**config.mk**
```make
export PLATFORM = sky130hd
export DESIGN_NAME = vec_mem_sequencer
export DESIGN_NICKNAME = d
export VERILOG_FILES = /design/src/rtl/vec_mem_sequencer.sv
export SDC_FILE = /design/constraint.sdc
export NUM_CORES = 1
export LEC_CHECK = 0
export ABC_CLOCK_PERIOD_IN_PS = 2700
export BUFFER_PORTS_ARGS = -buffer_cell sky130_fd_sc_hd__clkbuf_2
export CORE_MARGIN = 10
export CORE_UTILIZATION = 50
export CTS_CLUSTER_SIZE = 16
export DETAILED_ROUTE_END_ITERATION = 8
export GPL_ROUTABILITY_DRIVEN = 1
export PLACE_DENSITY = 0.79
export SYNTH_ARGS = -nofsm -noshare
export SYNTH_HDL_FRONTEND = slang
export SYNTH_SLANG_ARGS = --single-unit
export TNS_END_PERCENT = 30
```
**constraint.sdc**
```tcl
create_clock -name clock -period 2.7 [get_ports clock]
set_input_delay 0.81 -clock clock [delete_from_list [all_inputs] [get_ports clock]]
set_output_delay 0.81 -clock clock [all_outputs]
set_load 0.02 [all_outputs]
```
**src/rtl/vec_mem_sequencer.sv**
```systemverilog
// vec_mem_sequencer
// Issues one 32-bit DTIM access per lane for a decoded vle32/vlse32/vse32
// command. Loads collect their responses into a VLEN*32 write-back word.
// Stores slice the source vector into one word per element.
//
// state | meaning
// ------+-----------------------------------------------------------------
// IDLE  | waiting for a command; cmd_ready high
// CHECK | alignment check of the current element address
// REQ   | mem_req_valid high; request fields held until accepted
// WAIT  | one request outstanding; waiting for its response/acknowledge
// WB    | one-cycle wb_valid pulse with the assembled load vector
module vec_mem_sequencer #(
  parameter int VLEN       = 2,
  parameter int ADDR_WIDTH = 32
) (
  input  logic                  clock,
  input  logic                  reset,
  input  logic                  cmd_valid,
  output logic                  cmd_ready,
  input  logic                  cmd_is_store,
  input  logic                  cmd_strided,
  input  logic [ADDR_WIDTH-1:0] cmd_base,
  input  logic [ADDR_WIDTH-1:0] cmd_stride,
  input  logic [4:0]            cmd_vd,
  input  logic [VLEN*32-1:0]    cmd_store_data,
  output logic                  mem_req_valid,
  input  logic                  mem_req_ready,
  output logic [ADDR_WIDTH-1:0] mem_req_addr,
  output logic                  mem_req_wen,
  output logic [31:0]           mem_req_wdata,
  output logic [3:0]            mem_req_wmask,
  input  logic                  mem_resp_valid,
  input  logic [31:0]           mem_resp_rdata,
  output logic                  wb_valid,
  output logic [4:0]            wb_vd,
  output logic [VLEN*32-1:0]    wb_data,
  output logic                  err_misaligned,
  output logic                  busy
);

  localparam int IDX_W = (VLEN > 1) ? $clog2(VLEN) : 1;
  localparam logic [IDX_W-1:0] LAST_IDX = IDX_W'(VLEN - 1);

  localparam logic [2:0] S_IDLE  = 3'd0;
  localparam logic [2:0] S_CHECK = 3'd1;
  localparam logic [2:0] S_REQ   = 3'd2;
  localparam logic [2:0] S_WAIT  = 3'd3;
  localparam logic [2:0] S_WB    = 3'd4;

  logic [2:0]            state_q, state_d;
  logic [IDX_W-1:0]      idx_q, idx_d;
  logic [ADDR_WIDTH-1:0] addr_q, addr_d;
  logic [ADDR_WIDTH-1:0] stride_q, stride_d;
  logic [4:0]            vd_q, vd_d;
  logic                  is_store_q, is_store_d;
  logic [VLEN*32-1:0]    sdata_q, sdata_d;
  logic [VLEN*32-1:0]    lanes_q, lanes_d;

  logic addr_misaligned;
  assign addr_misaligned = (addr_q[1:0] != 2'b00);

  // Next-state and datapath updates; the address advances incrementally so
  // addr = base + i*stride wraps naturally modulo 2^ADDR_WIDTH.
  always_comb begin
    state_d    = state_q;
    idx_d      = idx_q;
    addr_d     = addr_q;
    stride_d   = stride_q;
    vd_d       = vd_q;
    is_store_d = is_store_q;
    sdata_d    = sdata_q;
    lanes_d    = lanes_q;
    case (state_q)
      S_IDLE: begin
        if (cmd_valid) begin
          state_d    = S_CHECK;
          idx_d      = '0;
          addr_d     = cmd_base;
          stride_d   = cmd_strided ? cmd_stride : ADDR_WIDTH'(4);
          vd_d       = cmd_vd;
          is_store_d = cmd_is_store;
          sdata_d    = cmd_store_data;
        end
      end
      S_CHECK: begin
        state_d = addr_misaligned ? S_IDLE : S_REQ;
      end
      S_REQ: begin
        if (mem_req_ready) state_d = S_WAIT;
      end
      S_WAIT: begin
        if (mem_resp_valid) begin
          if (!is_store_q) lanes_d[int'(idx_q)*32 +: 32] = mem_resp_rdata;
          if (idx_q == LAST_IDX) begin
            state_d = is_store_q ? S_IDLE : S_WB;
          end else begin
            idx_d   = idx_q + 1'b1;
            addr_d  = addr_q + stride_q;
            state_d = S_CHECK;
          end
        end
      end
      S_WB: begin
        state_d = S_IDLE;
      end
      default: begin
        state_d = S_IDLE;
      end
    endcase
  end

  // State and datapath registers with synchronous reset.
  always_ff @(posedge clock) begin
    if (reset) begin
      state_q    <= S_IDLE;
      idx_q      <= '0;
      addr_q     <= '0;
      stride_q   <= '0;
      vd_q       <= '0;
      is_store_q <= 1'b0;
      sdata_q    <= '0;
      lanes_q    <= '0;
    end else begin
      state_q    <= state_d;
      idx_q      <= idx_d;
      addr_q     <= addr_d;
      stride_q   <= stride_d;
      vd_q       <= vd_d;
      is_store_q <= is_store_d;
      sdata_q    <= sdata_d;
      lanes_q    <= lanes_d;
    end
  end

  // Outputs decode directly from registered state, so request fields are
  // stable for as long as REQ is held by backpressure.
  always_comb begin
    cmd_ready      = (state_q == S_IDLE);
    busy           = (state_q != S_IDLE);
    mem_req_valid  = (state_q == S_REQ);
    mem_req_addr   = addr_q;
    mem_req_wen    = is_store_q;
    mem_req_wdata  = sdata_q[int'(idx_q)*32 +: 32];
    mem_req_wmask  = is_store_q ? 4'hF : 4'h0;
    wb_valid       = (state_q == S_WB);
    wb_vd          = vd_q;
    wb_data        = lanes_q;
    err_misaligned = (state_q == S_CHECK) && addr_misaligned;
  end

endmodule

```
Word level (Yosys, flattened, before mapping)
Cells that the tools add are included.

word-level totals
  word-level logic and storage cells = 51
  bits of input ports = 172
  output and inout port bits = 143
  register bits = 202

operators by class
  muxes and demuxes = 18
  shifts and indexed selects = 3
  bitwise logic cells = 1
  reductions and logical operators = 10
  equal/unequal tests = 8
  $add $sub $neg = 3

operator list
  cell                      number
  $mux 32                   4
  $bwmux 64                 1
  $pmux 32 s2               1
  $shift 32x33->64 const A  1
  $shiftx 32x33->64         1
  $shiftx 64x7->32          1
  $neg 6->33                1
  $add 32x32->32            1
  $mux 3                    5
  $pmux 3 s4                1
  $reduce_and 3->1          3
  $eq 3x2->1 const B        2
  $ne 2x2->1 const B        3
  $mux 4                    1
  $reduce_and 4->1          1
  $reduce_bool 2->1         2
  $eq 3x1->1 const B        1
  $eq 3x3->1 const B        1
  $logic_not 3->1           1
  $mux 1                    3
  $reduce_bool 3->1         1
  $mux 2                    1
  $ne 2x1->1 const B        1
  $pmux 1 s2                1
  other kinds (4)           4

Longest topological paths before layout
Gate-level depths: netlist of run 1.

  depth in word-level cells = 4
  mapped depth = 10
  gate-level depth less buffers = 10

Worst setup path before layout of run 1
Ideal clock, no wire load.

  path type = register to register
  start point = reg addr_q[0], in the netlist mem_req_addr[0]
  end point = reg addr_q[30], in the netlist mem_req_addr[30]
  period minus slack after synthesis = 2.543 ns
  data required time = 2.605 ns
  setup slack = 0.157 ns
  cell stages (with the launch flop) = 11
  arrival time = 2.448 ns
  path buffers = 0
  setup time = 0.095 ns
  path through = dfxtp_1 > ha_1 > fa_1 > a21o_1 > a2bb2oi_1 > a21oi_1 > a31o_2 > a21oi_1 > o221ai_1 > xnor2_1 > a221oi_1

on the way
  longest elaborated chain between the ends = 4

RTL lines
  what                    line  source
  from (decl)             53    logic [ADDR_WIDTH-1:0] addr_q, addr_d;
  from (signal assigned)  127   addr_q <= addr_d;
  $add 32x32->32          99    addr_d = addr_q + stride_q;
  $mux 32                 95    if (idx_q == LAST_IDX) begin
  $mux 32                 93    if (mem_resp_valid) begin
  $pmux 32 s2             74    case (state_q)

Every way passes these cells. The select of a mux whose other input is x is not followed.
A chain may end at the register's enable or synchronous reset.

Worst setup path after layout of run 1
  start point = reg idx_q
  end point = out mem_req_wdata[28]

on the way
  longest elaborated chain between the ends = 1

RTL lines
  what                    line  source
  from (decl)             52    logic [IDX_W-1:0] idx_q, idx_d;
  from (signal assigned)  126   idx_q <= idx_d;
  $shiftx 64x7->32        144   mem_req_wdata = sdata_q[int'(idx_q)*32 +: 32];
  to (decl)               31    output logic [31:0] mem_req_wdata,

Every way passes these cells.

==> impl_metrics.xml, run 1 <==
<?xml version="1.0" encoding="UTF-8"?>
<metrics>
  <group name="die">
    <metric name="fp.dieArea" unit="mm²">0.0247</metric>
    <metric name="rows" unit="">50</metric>
    <metric name="core" unit="mm²">0.0186</metric>
    <metric name="initial_core_util" unit="%">50.5</metric>
    <metric name="pin_count" unit="">315</metric>
    <metric name="height_of_the_chip" unit="µm">157</metric>
    <metric name="fp.dieW" unit="µm">157</metric>
  </group>
  <group name="cts">
    <metric name="cts_tree" unit="">yes</metric>
    <metric name="cts-hold-fix-buffers" unit="">0</metric>
    <metric name="cts_root_buffer" unit="">sky130_fd_sc_hd__clkbuf_16</metric>
    <metric name="cts.reportedPaths.clkPinSlew" unit="ps">60</metric>
    <metric name="clock_tree.buffer_depth" unit="">3</metric>
    <metric name="post_cts_buffers" unit="">0</metric>
    <metric name="clkSinkCount" unit="">202</metric>
    <metric name="clkLatencyLatePin" unit="ps">510</metric>
    <metric name="cts_htree_levels" unit="">1</metric>
    <metric name="cts_made_buffers" unit="">23</metric>
  </group>
  <group name="timing">
    <metric name="fmax" unit="MHz">390</metric>
    <metric name="slew_headroom" unit="%">35.9</metric>
    <metric name="tightestPinTransition" unit="ps">961</metric>
    <metric name="hold_viol_final" unit="">0</metric>
    <metric name="final_min_period_over_clock_period" unit="%">94.9</metric>
    <metric name="tns_setup" unit="ps">0</metric>
    <metric name="rsz0062_at_grt" unit="">no</metric>
    <metric name="timing.hold.ws" unit="ps">451</metric>
    <metric name="timing.final.setup_violations" unit="">0</metric>
    <metric name="period_needed" unit="ps">2560</metric>
    <metric name="worst_clock_skew" unit="ps">11.7</metric>
    <metric name="final_max_slew_viol_count" unit="">0</metric>
  </group>
  <group name="layout">
    <metric name="register_area" unit="mm²">0.00405</metric>
    <metric name="area_of_the_multi_input_gates" unit="mm²">0.00498</metric>
    <metric name="finalInstanceArea" unit="mm²">0.0120</metric>
    <metric name="syn_to_final_growth" unit="%">27.9</metric>
    <metric name="filler_cell_count" unit="">1656</metric>
    <metric name="final_core_utilization" unit="%">64.6</metric>
    <metric name="antenna-diode-count" unit="">0</metric>
    <metric name="final_layout_size_suffix_gt1_share" unit="%">28.9</metric>
    <metric name="design.final.nets" unit="">1678</metric>
  </group>
  <group name="yosys">
    <metric name="synth_top_cell_area_share" unit="%">43.0</metric>
    <metric name="synth_compound_area_share" unit="%">21.4</metric>
    <metric name="synth_area" unit="mm²">0.00941</metric>
    <metric name="synth_edf_count" unit="">0</metric>
    <metric name="synth.area.mux_share" unit="%">4.04</metric>
    <metric name="synth-seq-area-share" unit="%">43.0</metric>
    <metric name="netlist_instances" unit="">1199</metric>
    <metric name="synth_area_per_cell" unit="µm²">7.85</metric>
    <metric name="synthDominantAreaCellType" unit="">sky130_fd_sc_hd__dfxtp_1</metric>
    <metric name="ys.warnings.count" unit="">0</metric>
    <metric name="yosys.area_share.adder" unit="%">4.33</metric>
    <metric name="ys_top_cells_by_area" unit="">sky130_fd_sc_hd__dfxtp_1 43%, sky130_fd_sc_hd__nand2_1 13%, sky130_fd_sc_hd__a21oi_1 11%</metric>
    <metric name="register_bit_total_from_synthesis" unit="">202</metric>
    <metric name="synth_common_cells" unit="">335 x sky130_fd_sc_hd__nand2_1, 209 x sky130_fd_sc_hd__a21oi_1, 202 x sky130_fd_sc_hd__dfxtp_1, 79 x sky130_fd_sc_hd__clkbuf_1, 32 x sky130_fd_sc_hd__mux2_2</metric>
    <metric name="synth_xor_xnor_area_share" unit="%">2.14</metric>
    <metric name="syn-num-nets" unit="">1403</metric>
    <metric name="yosys.area_share.simple" unit="%">20.5</metric>
    <metric name="post-synth-top-count-cell" unit="">sky130_fd_sc_hd__nand2_1</metric>
    <metric name="ys_async_sr_fraction" unit="%">0</metric>
    <metric name="synth_cell_types" unit="">64</metric>
    <metric name="postSynth.topFlopCell" unit="">sky130_fd_sc_hd__dfxtp_1</metric>
    <metric name="main_combinational_cell_family_by_area_after_synthesis" unit="">compound AO/OA/AOI/OAI gates</metric>
  </group>
  <group name="global_routing">
    <metric name="grt_antenna_before_repair" unit="">0</metric>
    <metric name="overflow" unit="">0</metric>
    <metric name="first_global_vias" unit="">9360</metric>
    <metric name="globalRouteTotalUtil" unit="%">23.9</metric>
    <metric name="grt_start_max_net_pins" unit="">95</metric>
    <metric name="global_route_wire_length_before_repair" unit="µm">48500</metric>
  </group>
  <group name="worst_setup_path">
    <metric name="worst-r2r-setup-slack" unit="ps">180</metric>
    <metric name="worst-endpoint-arrival" unit="ps">1750</metric>
    <metric name="critical_path.max_fanout" unit="">32</metric>
    <metric name="slowest_delay" unit="ps">420</metric>
    <metric name="critPathKind" unit="">reg -&gt; out</metric>
    <metric name="start_kind" unit="">flip-flop</metric>
    <metric name="crit_path_capture_type" unit="">output port</metric>
    <metric name="critical_path.cell_chain" unit="">buf_12, mux2_2, clkbuf_2</metric>
    <metric name="critical_path_top_delay_cell" unit="">sky130_fd_sc_hd__dfxtp_2</metric>
    <metric name="worst_endpoint_required_time" unit="ps">1890</metric>
  </group>
  <group name="routing">
    <metric name="routed-via-count" unit="">9497</metric>
    <metric name="route.detailed.vias_per_inst" unit="">5.51</metric>
    <metric name="route.antenna.remaining_nets" unit="">0</metric>
    <metric name="drt-initial-drc-count" unit="">672</metric>
    <metric name="drc_errors" unit="">0</metric>
    <metric name="first_pass_iters" unit="">5</metric>
    <metric name="route.final.wire_length" unit="µm">31100</metric>
    <metric name="wl_per_cell" unit="µm">18.1</metric>
  </group>
  <group name="power">
    <metric name="cellLeakagePower" unit="nW">5.41</metric>
    <metric name="ir_drop" unit="mV">0.490</metric>
    <metric name="power-per-cell-area" unit="mW/mm²">655</metric>
  </group>
  <group name="outcome">
    <metric name="run_status" unit="">finished, final reports clean</metric>
  </group>
  <group name="worst_hold_path">
    <metric name="min_path_type" unit="">reg -&gt; reg</metric>
  </group>
  <group name="placed_design">
    <metric name="place_hpwl" unit="µm">22900</metric>
    <metric name="total_of_buffers_placed_on_input_and_output_ports" unit="">314</metric>
    <metric name="place_area" unit="mm²">0.0112</metric>
    <metric name="placer_congestion_estimate" unit="">0.927</metric>
  </group>
  <group name="run">
    <metric name="max_cap_viol_count" unit="">0</metric>
  </group>
</metrics>
==> metal layers <==
layer | share of wire [%] | GRT usage, %
met1 | 40 | 28.0
met3 | 9.9 | 8.32
met5 | 0 | 0
met2 | 47 | 39.9
met4 | 2.9 | 7.88
==> registers in the layout, summed over array words and instances (netlist names) <==
register      count
stride_q         32
mem_req_wen       1
wb_vd             5
state_q           3
wb_data          64
sdata_q          64
idx_q             1
mem_req_addr     32
==> power breakdown <==
| group | total (W) | switching [W] | internal [W] |
|---|---|---|---|
| clock network | 0.00338 | 0.00126 | 0.00212 |
| logic | 0.00125 | 0.000769 | 0.000478 |
| registers | 0.00326 | 0.000116 | 0.00314 |
==> worst paths after layout <==
path,startpoint,to,cells after the start
worst max-delay path,idx_q,mem_req_wdata[28],3
worst min-delay path,sdata_q[59],sdata_q[59],2
worst max register to register,mem_req_addr[1],mem_req_addr[19],9
worst min register to register,sdata_q[59],sdata_q[59],2
==> worst max-delay path, delay by kind of cell, from the launching register on <==
family                 cells  cell delay [ps]
buffers and inverters      2              400
DFF                        1              420
muxes                      1              390
==> cell type report <==
cell class | count | area share [%]
clock buffers | 29 | 5.22
clock inverters | 12 | 1.59
inverters | 14 | 0.437
multi-input cells | 889 | 41.3
flip-flops and latches | 202 | 33.6
well taps | 234 | 2.43
repair buffers | 344 | 15.4
==> placed cells by master (no fill, tap or decap), drive strengths merged, types with 3 or more instances in the layout <==
master  count
a211o       3
a211oi      4
a21o       20
a21oi     209
a22o       20
a311oi      5
a31oi      10
and2        5
and3       10
and4        3
buf        31
bufinv      5
clkbuf    342
clkinv      5
dfxtp     202
ha         31
inv        15
mux2       32
nand2     335
nand3      26
nand4       9
nor2       31
nor2b       4
nor3       19
nor3b       3
nor4        3
o211ai      3
o21a        4
o21ai      36
o21bai      5
o221ai      3
xnor2      19
xor2        4
==> what timing repair did <==
action | CTS | global route
resized for setup | 0 | 5
hold endpoints to repair | 0 | 0
endpoints found under the setup margin | 0 | 4
==> stage by stage <==
step | power (W) | std cells | setup WS (ps)
3_3_place_gp | 0.00454 | 1683 | 133
3_5_place_dp | 0.00456 | 1683 | 112
6_report | 0.00788 | 1724 | 139
5_1_grt | 0.00820 | 1724 | 30.9
4_1_cts | 0.00793 | 1724 | 91.1
2_1_floorplan | 0.00408 | 1199 | 157
==> cell families (layout without fill, tap and decap cells) <==
family          after synthesis  after routing
simple gates                459            459
compound gates              341            341
flops                       202            202
buf+inv                     108            399
mux                          34             34
fa+ha+maj                    32             32
xor+xnor                     23             23
Power figures use the tool's default switching activity.
==> run 2, diff against run 1 <==
CORE_UTILIZATION = 40   (was 50)
PLACE_DENSITY = 0.66   (was 0.79)
==> impl_metrics.xml, run 2 (synthesis results as in run 1) <==
<?xml version="1.0" encoding="UTF-8"?>
<metrics>
  <group name="die">
    <metric name="height_of_the_chip" unit="µm">173</metric>
    <metric name="initial_core_util" unit="%">40.3</metric>
    <metric name="fp.dieW" unit="µm">173</metric>
    <metric name="core" unit="mm²">0.0233</metric>
    <metric name="fp.dieArea" unit="mm²">0.0301</metric>
    <metric name="rows" unit="">56</metric>
    <metric name="pin_count" unit="">315</metric>
  </group>
  <group name="worst_setup_path">
    <metric name="crit_path_capture_type" unit="">flip-flop</metric>
    <metric name="start_kind" unit="">flip-flop</metric>
    <metric name="critical_path.max_fanout" unit="">7</metric>
    <metric name="critPathKind" unit="">reg -&gt; reg</metric>
    <metric name="worst_endpoint_required_time" unit="ps">3140</metric>
    <metric name="worst-endpoint-arrival" unit="ps">2980</metric>
  </group>
  <group name="layout">
    <metric name="final_instance_count_excl_fillers" unit="">1816</metric>
    <metric name="syn_to_final_growth" unit="%">28.9</metric>
    <metric name="final_core_utilization" unit="%">52.0</metric>
    <metric name="layout.cells.most_common" unit="">sky130_fd_sc_hd__nand2_1</metric>
    <metric name="final_layout_size_suffix_gt1_share" unit="%">29.2</metric>
    <metric name="finalInstanceArea" unit="mm²">0.0121</metric>
    <metric name="design.final.nets" unit="">1684</metric>
    <metric name="most_frequent_cells_in_the_layout" unit="">334 x sky130_fd_sc_hd__nand2_1, 313 x sky130_fd_sc_hd__clkbuf_2, 206 x sky130_fd_sc_hd__a21oi_1</metric>
  </group>
  <group name="global_routing">
    <metric name="overflow" unit="">0</metric>
    <metric name="globalRouteTotalUtil" unit="%">20.1</metric>
    <metric name="first_global_vias" unit="">9286</metric>
    <metric name="grt_antenna_before_repair" unit="">2</metric>
    <metric name="grt_start_max_net_pins" unit="">70</metric>
    <metric name="global_route_wire_length_before_repair" unit="µm">50300</metric>
  </group>
  <group name="placed_design">
    <metric name="place_hpwl" unit="µm">23600</metric>
    <metric name="placer_congestion_estimate" unit="">0.890</metric>
    <metric name="post-place-cells" unit="">1773</metric>
    <metric name="place_area" unit="mm²">0.0113</metric>
    <metric name="total_of_buffers_placed_on_input_and_output_ports" unit="">314</metric>
  </group>
  <group name="cts">
    <metric name="clkSinkCount" unit="">202</metric>
    <metric name="cts-hold-fix-buffers" unit="">0</metric>
    <metric name="cts_htree_levels" unit="">1</metric>
    <metric name="clock_tree.buffer_depth" unit="">3</metric>
    <metric name="cts.reportedPaths.clkPinSlew" unit="ps">60</metric>
    <metric name="cts_made_buffers" unit="">24</metric>
    <metric name="post_cts_buffers" unit="">0</metric>
    <metric name="cts_root_buffer" unit="">sky130_fd_sc_hd__clkbuf_16</metric>
    <metric name="cts_tree" unit="">yes</metric>
    <metric name="clkLatencyLatePin" unit="ps">520</metric>
  </group>
  <group name="timing">
    <metric name="final_min_period_over_clock_period" unit="%">94.2</metric>
    <metric name="fmax" unit="MHz">393</metric>
    <metric name="hold_viol_final" unit="">0</metric>
    <metric name="tightestPinTransition" unit="ps">821</metric>
    <metric name="timing.final.setup_violations" unit="">0</metric>
    <metric name="slew_headroom" unit="%">45.3</metric>
    <metric name="tns_setup" unit="ps">0</metric>
    <metric name="final_max_slew_viol_count" unit="">0</metric>
    <metric name="period_needed" unit="ps">2540</metric>
    <metric name="worst_clock_skew" unit="ps">6.99</metric>
  </group>
  <group name="routing">
    <metric name="route.detailed.vias_per_inst" unit="">5.18</metric>
    <metric name="routed-via-count" unit="">9400</metric>
    <metric name="drt-initial-drc-count" unit="">441</metric>
    <metric name="wl_per_cell" unit="µm">17.7</metric>
    <metric name="first_pass_iters" unit="">5</metric>
    <metric name="route.final.wire_length" unit="µm">32100</metric>
    <metric name="drc_errors" unit="">0</metric>
    <metric name="route.antenna.remaining_nets" unit="">0</metric>
  </group>
  <group name="outcome">
    <metric name="run_status" unit="">finished, final reports clean</metric>
  </group>
  <group name="power">
    <metric name="ir_drop" unit="mV">0.533</metric>
    <metric name="power-per-cell-area" unit="mW/mm²">634</metric>
    <metric name="report.power.total" unit="W">0.00769</metric>
    <metric name="cellLeakagePower" unit="nW">5.42</metric>
  </group>
  <group name="run">
    <metric name="max_cap_viol_count" unit="">0</metric>
  </group>
  <group name="worst_hold_path">
    <metric name="min_path_type" unit="">reg -&gt; reg</metric>
  </group>
</metrics>
run 2: what timing repair did:
| action | 4_1_cts | 5_1_grt |
|---|---|---|
| setup endpoints to repair | 1 | 2 |
| pin swaps | 0 | 0 |
| resized for setup | 1 | 5 |
run 2: critical path: stages (launching register included):
cell                       delay [ps]
sky130_fd_sc_hd__dfxtp_1          330
sky130_fd_sc_hd__ha_1             390
sky130_fd_sc_hd__a211o_1          330
sky130_fd_sc_hd__o32ai_1          330
sky130_fd_sc_hd__a21oi_2           90
sky130_fd_sc_hd__a31o_2           310
sky130_fd_sc_hd__a21oi_4          160
sky130_fd_sc_hd__o221ai_1         140
sky130_fd_sc_hd__xnor2_1          160
sky130_fd_sc_hd__a221oi_2         210
run 2: worst paths after layout:
check / startpoint / endpoint / slack (ps) / cells after the start
worst max-delay path: mem_req_addr[8] / mem_req_addr[30] / 160 / 9
worst min-delay path: sdata_q[31] / sdata_q[31] / 450 / 2
worst max register to register: mem_req_addr[8] / mem_req_addr[30] / 160 / 9
worst min register to register: sdata_q[31] / sdata_q[31] / 450 / 2
run 2: routing by layer:
metal,up-vias,GRT usage [%],wire length [µm]
li1,4698,-,-
met1,4300,23.7,13200
met2,339,33.5,15000
met3,61,6.82,2890
met4,2,6.50,1030
met5,-,0,12
run 2: area by class of cell:
cell class	count	area, µm²
repair buffers	349	1870
multi-input cells	889	4990
well taps	319	399
clock inverters	13	135
clock buffers	29	639
fillers	2301	11200
inverters	14	52.6
diodes	1	2.50
flip-flops and latches	202	4050
run 2: per-stage QoR:
step,hold WS (ps),setup WS (ps)
after floorplan,433,157
after global placement,438,115
after detailed placement,445,-6.27
after CTS,454,48.7
after global routing,464,-46.5
final,450,156
run 2: power breakdown:
part	internal [W]	leakage (nW)	switching [W]	total, W
clock	0.00188	0.381	0.00130	0.00318
combinational	0.000483	3.39	0.000777	0.00126
sequential	0.00314	1.65	0.000112	0.00325
total	0.00550	5.42	0.00219	0.00769
==> run 3, diff against run 2 <==
BUFFER_PORTS_ARGS = -buffer_cell sky130_fd_sc_hd__buf_2   (was -buffer_cell sky130_fd_sc_hd__clkbuf_2)
==> impl_metrics.xml, run 3 (synthesis results as in run 1) <==
<?xml version="1.0" encoding="UTF-8"?>
<metrics>
  <group name="outcome">
    <metric name="run_status" unit="">finished, final reports clean</metric>
  </group>
  <group name="layout">
    <metric name="final_core_utilization" unit="%">51.9</metric>
    <metric name="design.final.nets" unit="">1680</metric>
    <metric name="final_layout_size_suffix_gt1_share" unit="%">29.0</metric>
    <metric name="syn_to_final_growth" unit="%">28.7</metric>
    <metric name="layout.cells.most_common" unit="">sky130_fd_sc_hd__nand2_1</metric>
    <metric name="most_frequent_cells_in_the_layout" unit="">334 x sky130_fd_sc_hd__nand2_1, 313 x sky130_fd_sc_hd__buf_2, 206 x sky130_fd_sc_hd__a21oi_1</metric>
  </group>
  <group name="timing">
    <metric name="timing.final.setup_violations" unit="">0</metric>
    <metric name="final_min_period_over_clock_period" unit="%">94.3</metric>
    <metric name="tns_setup" unit="ps">0</metric>
    <metric name="period_needed" unit="ps">2550</metric>
    <metric name="hold_viol_final" unit="">0</metric>
    <metric name="rsz0062_at_grt" unit="">no</metric>
    <metric name="finalWorstSetupSlack" unit="ps">154</metric>
    <metric name="slew_headroom" unit="%">38.2</metric>
    <metric name="fmax" unit="MHz">393</metric>
    <metric name="worst_clock_skew" unit="ps">12.0</metric>
    <metric name="final_max_slew_viol_count" unit="">0</metric>
    <metric name="tightestPinTransition" unit="ps">928</metric>
  </group>
  <group name="power">
    <metric name="power-per-cell-area" unit="mW/mm²">633</metric>
    <metric name="cellLeakagePower" unit="nW">5.47</metric>
    <metric name="p_switching" unit="W">0.00217</metric>
    <metric name="report.power.total" unit="W">0.00767</metric>
    <metric name="ir_drop" unit="mV">0.398</metric>
    <metric name="power_frac_seq" unit="%">42.4</metric>
    <metric name="clock_power_share" unit="%">41.0</metric>
    <metric name="power.share.combinational" unit="%">16.6</metric>
    <metric name="sw_frac_of_total" unit="%">28.3</metric>
    <metric name="internal-power" unit="W">0.00550</metric>
  </group>
  <group name="worst_setup_path">
    <metric name="worst-r2r-setup-slack" unit="ps">150</metric>
    <metric name="critPathKind" unit="">reg -&gt; reg</metric>
    <metric name="crit-reg2reg-launch" unit="">mem_req_addr[0]</metric>
    <metric name="r2r.worst_path.cells" unit="">10</metric>
    <metric name="critical_path.max_fanout" unit="">3</metric>
    <metric name="start_kind" unit="">flip-flop</metric>
    <metric name="crit_path_capture_type" unit="">flip-flop</metric>
    <metric name="worst-endpoint-arrival" unit="ps">2960</metric>
    <metric name="worst_endpoint_required_time" unit="ps">3120</metric>
    <metric name="capturing_point_of_the_worst_reg2reg_path" unit="">mem_req_addr[30]</metric>
  </group>
  <group name="global_routing">
    <metric name="grt_antenna_before_repair" unit="">3</metric>
    <metric name="globalRouteTotalUtil" unit="%">19.8</metric>
    <metric name="grt_start_max_net_pins" unit="">159</metric>
    <metric name="first_global_vias" unit="">9172</metric>
    <metric name="overflow" unit="">0</metric>
    <metric name="global_route_wire_length_before_repair" unit="µm">49600</metric>
  </group>
  <group name="routing">
    <metric name="routed-via-count" unit="">9434</metric>
    <metric name="wl_per_cell" unit="µm">17.6</metric>
    <metric name="first_pass_iters" unit="">5</metric>
    <metric name="route.final.wire_length" unit="µm">31900</metric>
    <metric name="drt-initial-drc-count" unit="">528</metric>
    <metric name="drc_errors" unit="">0</metric>
    <metric name="route.detailed.vias_per_inst" unit="">5.20</metric>
    <metric name="route.antenna.remaining_nets" unit="">0</metric>
  </group>
  <group name="run">
    <metric name="max_cap_viol_count" unit="">0</metric>
  </group>
  <group name="cts">
    <metric name="post_cts_buffers" unit="">0</metric>
    <metric name="cts_htree_levels" unit="">1</metric>
    <metric name="clock_tree.buffer_depth" unit="">3</metric>
    <metric name="cts_tree" unit="">yes</metric>
    <metric name="clkSinkCount" unit="">202</metric>
    <metric name="cts_made_buffers" unit="">23</metric>
    <metric name="clkLatencyLatePin" unit="ps">520</metric>
    <metric name="cts.reportedPaths.clkPinSlew" unit="ps">60</metric>
    <metric name="cts_root_buffer" unit="">sky130_fd_sc_hd__clkbuf_16</metric>
  </group>
  <group name="die">
    <metric name="height_of_the_chip" unit="µm">173</metric>
    <metric name="rows" unit="">56</metric>
    <metric name="core" unit="mm²">0.0233</metric>
    <metric name="pin_count" unit="">315</metric>
    <metric name="fp.dieW" unit="µm">173</metric>
    <metric name="initial_core_util" unit="%">40.3</metric>
    <metric name="fp.dieArea" unit="mm²">0.0301</metric>
  </group>
  <group name="placed_design">
    <metric name="total_of_buffers_placed_on_input_and_output_ports" unit="">314</metric>
    <metric name="place_hpwl" unit="µm">23200</metric>
    <metric name="placer_congestion_estimate" unit="">0.909</metric>
    <metric name="preCtsSetupSlack" unit="ps">40.9</metric>
  </group>
  <group name="worst_hold_path">
    <metric name="worstHoldStart" unit="">wb_data[18]</metric>
    <metric name="timing.hold.worst_path_depth" unit="">2</metric>
    <metric name="worst_hold_path.endpoint" unit="">wb_data[18]</metric>
    <metric name="min_path_type" unit="">reg -&gt; reg</metric>
  </group>
</metrics>
-- run 3: cell types whose count changed in the layout (fill, tap and decap cells not counted), moves of 2 or more --
cell | previous run | this run
sky130_fd_sc_hd__buf_4 | 33 | 28
sky130_fd_sc_hd__buf_2 | 0 | 313
sky130_fd_sc_hd__clkbuf_8 | 2 | 4
sky130_fd_sc_hd__clkbuf_2 | 313 | 0
sky130_fd_sc_hd__diode_2 | 1 | 3
sky130_fd_sc_hd__buf_12 | 3 | 5
-- run 3: worst max-delay path, stage by stage, from the launching register on --
cell,delay (ps)
sky130_fd_sc_hd__dfxtp_1,310
sky130_fd_sc_hd__ha_1,220
sky130_fd_sc_hd__fa_1,420
sky130_fd_sc_hd__a21o_1,220
sky130_fd_sc_hd__a2bb2oi_2,170
sky130_fd_sc_hd__a21oi_2,90
sky130_fd_sc_hd__a31o_2,300
sky130_fd_sc_hd__a21oi_2,180
sky130_fd_sc_hd__o221ai_1,140
sky130_fd_sc_hd__xnor2_1,160
sky130_fd_sc_hd__a221oi_1,240
-- run 3: power by group through the flow --
stage	Clock (W)	Sequential (W)	Combinational (W)
finish	0.00314	0.00325	0.00127
global route	0.00334	0.00327	0.00140
CTS	0.00323	0.00325	0.00127
detailed placement	0	0.00332	0.00127
global placement	0	0.00331	0.00127
floorplan	0	0.00336	0.000719
-- run 3: how the worst max path moves through the flow --
stage,startpoint,endpoint,slack (ps),cells after the start
floorplan,mem_req_addr[0],mem_req_addr[30],160,10
global placement,mem_req_addr[0],mem_req_addr[30],120,10
detailed placement,mem_req_addr[0],mem_req_addr[30],40,10
CTS,mem_req_addr[0],mem_req_addr[30],10,10
global route,mem_req_addr[0],mem_req_addr[30],30,10
finish,mem_req_addr[0],mem_req_addr[30],150,10
-- run 3: stage by stage --
step | hold slack [ps] | cells | instance area (µm²)
3_3_place_gp | 439 | 1770 | 11300
5_1_grt | 469 | 1812 | 12100
4_1_cts | 451 | 1811 | 12100
6_report | 449 | 1814 | 12100
3_5_place_dp | 443 | 1770 | 11300
2_1_floorplan | 433 | 1199 | 9410
-- run 3: repair_timing --
| action | 4_1_cts | 5_1_grt |
|---|---|---|
| endpoints found under the setup margin | 0 | 6 |
| gates resized for setup | 0 | 5 |
| hold buffers | 0 | 0 |
-- run 3: area by class of cell --
type                            count  area (µm²)
Clock buffer                       30         642
Sequential cell                   202        4050
Clock inverter                     11         114
Inverter                           14        52.6
Timing Repair Buffer              346        1880
Tap cell                          319         399
Antenna cell                        3        7.51
Multi-Input combinational cell    889        4970
Fill cell                        2311       11200
-- run 3: layer usage --
| layer | routed length (µm) | GRT usage [%] | vias up |
|---|---|---|---|
| met3 | 2980 | 6.88 | 60 |
| met1 | 13300 | 23.9 | 4322 |
| met4 | 792 | 5.71 | 2 |
| met5 | 17 | 0 | - |
| li1 | - | - | 4693 |
| met2 | 14900 | 32.7 | 357 |
